$ cat src/rtl/aes_inv_keysched128.sv
// Purpose: inverse AES-128 key schedule; loads the round-10 key and emits round keys 10..0.
// Latency: round-10 key valid the cycle after start; then one key per transfer, done 1 cycle after round 0.
// Backpressure: key_ready low stalls the sequence; round_key/key_round hold until the transfer completes.

// Byte rotate left: [a0,a1,a2,a3] -> [a1,a2,a3,a0], byte 0 in [31:24].
module rotword (
    input  logic [31:0] word,
    output logic [31:0] result
);
    assign result = {word[23:0], word[31:24]};
endmodule

// AES S-box applied independently to each byte of a word.
module subword (
    input  logic [31:0] word,
    output logic [31:0] result
);
    localparam logic [7:0] SBOX [256] = '{
        8'h63,8'h7c,8'h77,8'h7b,8'hf2,8'h6b,8'h6f,8'hc5,8'h30,8'h01,8'h67,8'h2b,8'hfe,8'hd7,8'hab,8'h76,
        8'hca,8'h82,8'hc9,8'h7d,8'hfa,8'h59,8'h47,8'hf0,8'had,8'hd4,8'ha2,8'haf,8'h9c,8'ha4,8'h72,8'hc0,
        8'hb7,8'hfd,8'h93,8'h26,8'h36,8'h3f,8'hf7,8'hcc,8'h34,8'ha5,8'he5,8'hf1,8'h71,8'hd8,8'h31,8'h15,
        8'h04,8'hc7,8'h23,8'hc3,8'h18,8'h96,8'h05,8'h9a,8'h07,8'h12,8'h80,8'he2,8'heb,8'h27,8'hb2,8'h75,
        8'h09,8'h83,8'h2c,8'h1a,8'h1b,8'h6e,8'h5a,8'ha0,8'h52,8'h3b,8'hd6,8'hb3,8'h29,8'he3,8'h2f,8'h84,
        8'h53,8'hd1,8'h00,8'hed,8'h20,8'hfc,8'hb1,8'h5b,8'h6a,8'hcb,8'hbe,8'h39,8'h4a,8'h4c,8'h58,8'hcf,
        8'hd0,8'hef,8'haa,8'hfb,8'h43,8'h4d,8'h33,8'h85,8'h45,8'hf9,8'h02,8'h7f,8'h50,8'h3c,8'h9f,8'ha8,
        8'h51,8'ha3,8'h40,8'h8f,8'h92,8'h9d,8'h38,8'hf5,8'hbc,8'hb6,8'hda,8'h21,8'h10,8'hff,8'hf3,8'hd2,
        8'hcd,8'h0c,8'h13,8'hec,8'h5f,8'h97,8'h44,8'h17,8'hc4,8'ha7,8'h7e,8'h3d,8'h64,8'h5d,8'h19,8'h73,
        8'h60,8'h81,8'h4f,8'hdc,8'h22,8'h2a,8'h90,8'h88,8'h46,8'hee,8'hb8,8'h14,8'hde,8'h5e,8'h0b,8'hdb,
        8'he0,8'h32,8'h3a,8'h0a,8'h49,8'h06,8'h24,8'h5c,8'hc2,8'hd3,8'hac,8'h62,8'h91,8'h95,8'he4,8'h79,
        8'he7,8'hc8,8'h37,8'h6d,8'h8d,8'hd5,8'h4e,8'ha9,8'h6c,8'h56,8'hf4,8'hea,8'h65,8'h7a,8'hae,8'h08,
        8'hba,8'h78,8'h25,8'h2e,8'h1c,8'ha6,8'hb4,8'hc6,8'he8,8'hdd,8'h74,8'h1f,8'h4b,8'hbd,8'h8b,8'h8a,
        8'h70,8'h3e,8'hb5,8'h66,8'h48,8'h03,8'hf6,8'h0e,8'h61,8'h35,8'h57,8'hb9,8'h86,8'hc1,8'h1d,8'h9e,
        8'he1,8'hf8,8'h98,8'h11,8'h69,8'hd9,8'h8e,8'h94,8'h9b,8'h1e,8'h87,8'he9,8'hce,8'h55,8'h28,8'hdf,
        8'h8c,8'ha1,8'h89,8'h0d,8'hbf,8'he6,8'h42,8'h68,8'h41,8'h99,8'h2d,8'h0f,8'hb0,8'h54,8'hbb,8'h16
    };

    assign result = {SBOX[word[31:24]], SBOX[word[23:16]], SBOX[word[15:8]], SBOX[word[7:0]]};
endmodule

module aes_inv_keysched128 #(
    parameter int NROUNDS = 10
) (
    input  logic         clk,
    input  logic         reset,
    input  logic         start,
    input  logic [127:0] last_key,
    input  logic         key_ready,
    output logic         key_valid,
    output logic [127:0] round_key,
    output logic [3:0]   key_round,
    output logic         busy,
    output logic         done
);
    typedef enum logic [1:0] {S_IDLE, S_EMIT, S_DONE} state_t;

    state_t      state, state_nxt;
    logic        xfer;
    logic [31:0] n0, n1, n2, n3;
    logic [31:0] p0, p1, p2, p3;
    logic [31:0] rot_p3, sub_p3, rcon;
    logic [127:0] prev_key;

    assign xfer = key_valid && key_ready;

    // State register; reset always wins over a coincident start.
    always_ff @(posedge clk) begin
        if (reset) state <= S_IDLE;
        else       state <= state_nxt;
    end

    // Next-state: leave EMIT only when the round-0 key is accepted.
    always_comb begin
        state_nxt = state;
        case (state)
            S_IDLE:  if (start) state_nxt = S_EMIT;
            S_EMIT:  if (xfer && key_round == 4'd0) state_nxt = S_DONE;
            S_DONE:  state_nxt = S_IDLE;
            default: state_nxt = S_IDLE;
        endcase
    end

    // Status outputs decode directly from the state.
    always_comb begin
        key_valid = (state == S_EMIT);
        busy      = (state == S_EMIT);
        done      = (state == S_DONE);
    end

    // Inverse expansion: undo the chained XORs, then strip the g() term from word 0.
    assign n0 = round_key[127:96];
    assign n1 = round_key[95:64];
    assign n2 = round_key[63:32];
    assign n3 = round_key[31:0];
    assign p3 = n3 ^ n2;
    assign p2 = n2 ^ n1;
    assign p1 = n1 ^ n0;

    rotword u_rot (.word(p3),     .result(rot_p3));
    subword u_sub (.word(rot_p3), .result(sub_p3));

    // Round constant used when the current key (round key_round) was generated.
    always_comb begin
        rcon = 32'h0;
        case (key_round)
            4'd1:    rcon = 32'h0100_0000;
            4'd2:    rcon = 32'h0200_0000;
            4'd3:    rcon = 32'h0400_0000;
            4'd4:    rcon = 32'h0800_0000;
            4'd5:    rcon = 32'h1000_0000;
            4'd6:    rcon = 32'h2000_0000;
            4'd7:    rcon = 32'h4000_0000;
            4'd8:    rcon = 32'h8000_0000;
            4'd9:    rcon = 32'h1b00_0000;
            4'd10:   rcon = 32'h3600_0000;
            default: rcon = 32'h0;
        endcase
    end

    assign p0       = n0 ^ sub_p3 ^ rcon;
    assign prev_key = {p0, p1, p2, p3};

    // Key register: load on accepted start, step back one round per transfer, hold on stall.
    always_ff @(posedge clk) begin
        if (reset) begin
            round_key <= '0;
            key_round <= '0;
        end else if (state == S_IDLE && start) begin
            round_key <= last_key;
            key_round <= 4'(NROUNDS);
        end else if (state == S_EMIT && xfer && key_round != 4'd0) begin
            round_key <= prev_key;
            key_round <= key_round - 4'd1;
        end
    end
endmodule

$ cat config.mk
export PLATFORM = sky130hd
export DESIGN_NAME = aes_inv_keysched128
export DESIGN_NICKNAME = d
export VERILOG_FILES = /design/src/rtl/aes_inv_keysched128.sv
export SDC_FILE = /design/constraint.sdc
export NUM_CORES = 1
export LEC_CHECK = 0
export ABC_AREA = 1
export CORE_ASPECT_RATIO = 0.5
export CORE_MARGIN = 3
export CORE_UTILIZATION = 30
export DETAILED_ROUTE_END_ITERATION = 8
export PLACE_DENSITY = 0.53
export SYNTH_ARGS = -nofsm -noshare
export SYNTH_HDL_FRONTEND = slang
export SYNTH_SLANG_ARGS = --single-unit
$ cat constraint.sdc
create_clock -name clk -period 7.1 [get_ports clk]
set_clock_uncertainty 0.1 [all_clocks]
set_input_delay 1.065 -clock clk [delete_from_list [all_inputs] [get_ports clk]]
set_output_delay 1.065 -clock clk [all_outputs]
set_load 0.02 [all_outputs]
==> results.ini <==
[clock_tree]
insertion_delay_ns = 0.43
clk_path_buf_depth = 2
clkTransAtPathRegs_ns = 0.07
cts-resized-gates = 0
tritoncts_num_sinks = 134
cts_inserted_buffers = 17
number_of_h_tree_levels = 4
tritoncts = built
cts.repair_timing.setup_buffer_count = 0
cts-hold-fix-buffers = 0
cts-root-buf = clkbuf_16

[synth]
post_synth.cell_area_avg_um2 = 5.232
ys_ff_latch = 134
mappedNetlistNets = 3817
synthFlopType = dfxtp_1
post_syn_area_mm2 = 0.01898
yosysUniqueCellTypes = 37
yosys-top-cells-count = 1,244 x nand3_1, 1,163 x nand2_1, 164 x inv_1
post-synth-top-count-cell = nand3_1
synth.largest_area_cell = nand3_1
netlist_top_cells_area = nand3_1 33%, nand2_1 23%, dfxtp_1 14%
synth_top_area_share_pct = 32.81
synth_edf_count = 0
postSynth.asyncResetShare_pct = 0
yosysWarningCount = 0
ys_seq_area_share_pct = 14.14
netlist_instances = 3627

[critical_path]
worst_ep_arrival_time_ns = 4.45
critical_path.max_fanout = 76
worstReg2RegEnd = round_key[95]
worst_setup_path_startpoint = start
rr_startpoint = state[0]
r2r_slack_ns = 3.45
crit_path_start_kind = primary input
worstRegToRegCells = 7
required_ns = 7.25
critical_path_class = primary input to flip-flop
critical_path.endpoint_type = flip-flop

[power_and_ir_drop]
power.net_switching_mw = 3.179
pwr-share-comb_pct = 66.9
power.sequential.fraction_pct = 17.0
pwr-share-clk_pct = 16.1
power_report.internal_total_mw = 2.539
swShare_pct = 55.59
total_leakage_power_nw = 10.04
power_per_cell_area_mw_per_mm2 = 253.9
vdd.ir_drop.worst_uv = 225.8

[route]
route.final.wire_length_mm = 99.27
dr.pass1.iters = 9
via_per_inst = 5.899
wire_per_inst_um = 21.88
postRouteAntennaNets = 0
drc_errors = 0
route.vias.total = 26770
dr.first_iter.drc_count = 4476

[hold_path]
hold_path_startpoint = round_key[6]
worst_hold_path.endpoint = round_key[6]
hold_path_class = flip-flop to flip-flop
timing.hold.worst_path_depth = 2

[sta]
timing_worst_slew_pin_value_ns = 1.283
relSlewSlack_pct = 14.39
timing.final.ws_setup_ns = 2.794
hold_violations = 0
setup_tns_ns = 0
report.final.setup_viol = 0
rsz0062_at_grt = false
fmax_ghz = 0.2322
timing.final.max_slew_violations = 0
fin_crit_ns = 4.306
final_min_period_over_clock_period_pct = 60.65

[final_layout]
ff_latch_area_mm2 = 0.002683
layout_nets = 3877
instances_no_fill = 4537
synthToLayoutAreaGrowth_pct = 18.67
final_layout_fill_cell_count = 7066
drive_above_1_share_pct = 3.676
multi_input_area_mm2 = 0.01459

[placement]
dp.final_hpwl_mm = 67.93
gpl.final_weighted_congestion = 0.9875
portbufs = 266
placedCellCount = 4493
dpl_worst_slack_ns = 2.359

[global_route]
number_of_antenna_violations_at_the_first_check_in_global_routing = 12
grt_pass1_wl_mm = 149.3
via_count_of_the_first_global_routing_pass = 24120
grt_remaining_overflow = 0
maximum_number_of_pins_on_one_net_before_global_route_repair = 98
grt_use_total_pct = 28.27

[die]
floorplan.initialDensity_pct = 30.70
design.portCount = 267
floorplan.rows = 64
chipWidth_um = 361.7
core_mm2 = 0.06182
vertical_die_dimension_um = 183.8
die_outline_area_mm2 = 0.06649

[outcome]
run_status = finished clean

[run]
cap_violations = 0

worst max-delay path by stage:
stage / to / slack (ns) / depth (start not counted)
2_1_floorplan: round_key[112] / 4.59 / 16
3_3_place_gp: round_key[41] / 2.38 / 7
3_5_place_dp: round_key[78] / 2.36 / 7
4_1_cts: round_key[73] / 2.80 / 7
5_1_grt: round_key[80] / 2.39 / 7
6_report: round_key[95] / 2.79 / 7
state kept, by name, summed over array words and instances, names as in the netlist:
name	flops
round_key	128
key_round	4
state	2
cell type report:
cell class	count	share of cell area (%)
clock buffer	18	1.906
clock inverter	14	0.7389
inverter	180	3.011
tap	825	4.584
sequential	134	11.91
antenna	12	0.1333
multi-input combinational	3054	64.77
timing repair buffer	300	12.95
cell usage in the layout (no fill, tap or decap), types with 2 or more instances in the layout:
cell type	count
a21oi_1	159
a31oi_1	64
buf_4	35
bufinv_16	2
clkbuf_16	17
clkdlybuf4s50_1	265
clkinv_1	5
clkinv_4	2
clkinvlp_4	2
dfxtp_1	134
diode_2	12
ha_1	58
inv_1	162
inv_2	12
inv_6	4
inv_8	3
nand2_1	1155
nand2_2	34
nand3_1	1244
nand3b_1	4
nand4_1	12
nor2_1	149
nor2_2	2
nor3_1	39
o211ai_1	22
o21ai_0	58
o21bai_1	3
o31ai_1	8
or2_2	7
xnor2_1	12
xnor2_2	6
xor2_1	3
xor2_4	4
through the flow:
| step | area, µm² | total power [mW] | util [%] | hold slack, ns |
|---|---|---|---|---|
| 6_report | 22520 | 5.719 | 36.43 | 0.3926 |
| 4_1_cts | 22490 | 5.596 | 36.38 | 0.3943 |
| 3_3_place_gp | 21890 | 4.669 | 35.42 | 0.3816 |
| 3_5_place_dp | 21890 | 4.666 | 35.42 | 0.3852 |
| 5_1_grt | 22520 | 6.093 | 36.43 | 0.4272 |
| 2_1_floorplan | 18980 | 3.484 | - | 0.4630 |
power groups by stage:
stage	combinational, mW	sequential, mW	clock [mW]
floorplan	2.44	1.04	0
global placement	3.68	0.987	0
finish	3.82	0.974	0.921
CTS	3.69	0.973	0.932
global route	4.14	0.988	0.961
detailed placement	3.68	0.988	0
worst max-delay path: stages:
cell	delay (ns)
clkdlybuf4s50_1	0.45
nand2_4	0.45
inv_4	0.38
nor2_4	0.84
inv_2	0.75
o21ai_0	0.37
a31oi_1	0.07
routing by layer:
metal  wire length, µm  track usage, %  vias to the layer above
li1                  -               -                    12430
met1             39710           37.56                    12320
met2             45280           45.20                     1744
met3             10190           4.874                      267
met4              4083           12.20                        0
met5                 0               0                        -
cell families (layout without fill, tap and decap cells):
family | count (synthesis) | after routing | synth area share [%]
AO/OA/AOI/OAI | 319 | 319 | 9.349
XOR/XNOR | 26 | 26 | 1.477
adder cells (fa/ha/maj) | 58 | 58 | 3.824
buffers and inverters | 439 | 512 | 9.554
flip-flops | 134 | 134 | 14.14
other | 0 | 12 | 0
AND/OR/NAND/NOR | 2651 | 2651 | 61.66
Note: power is estimated with default switching activity, not from simulation.
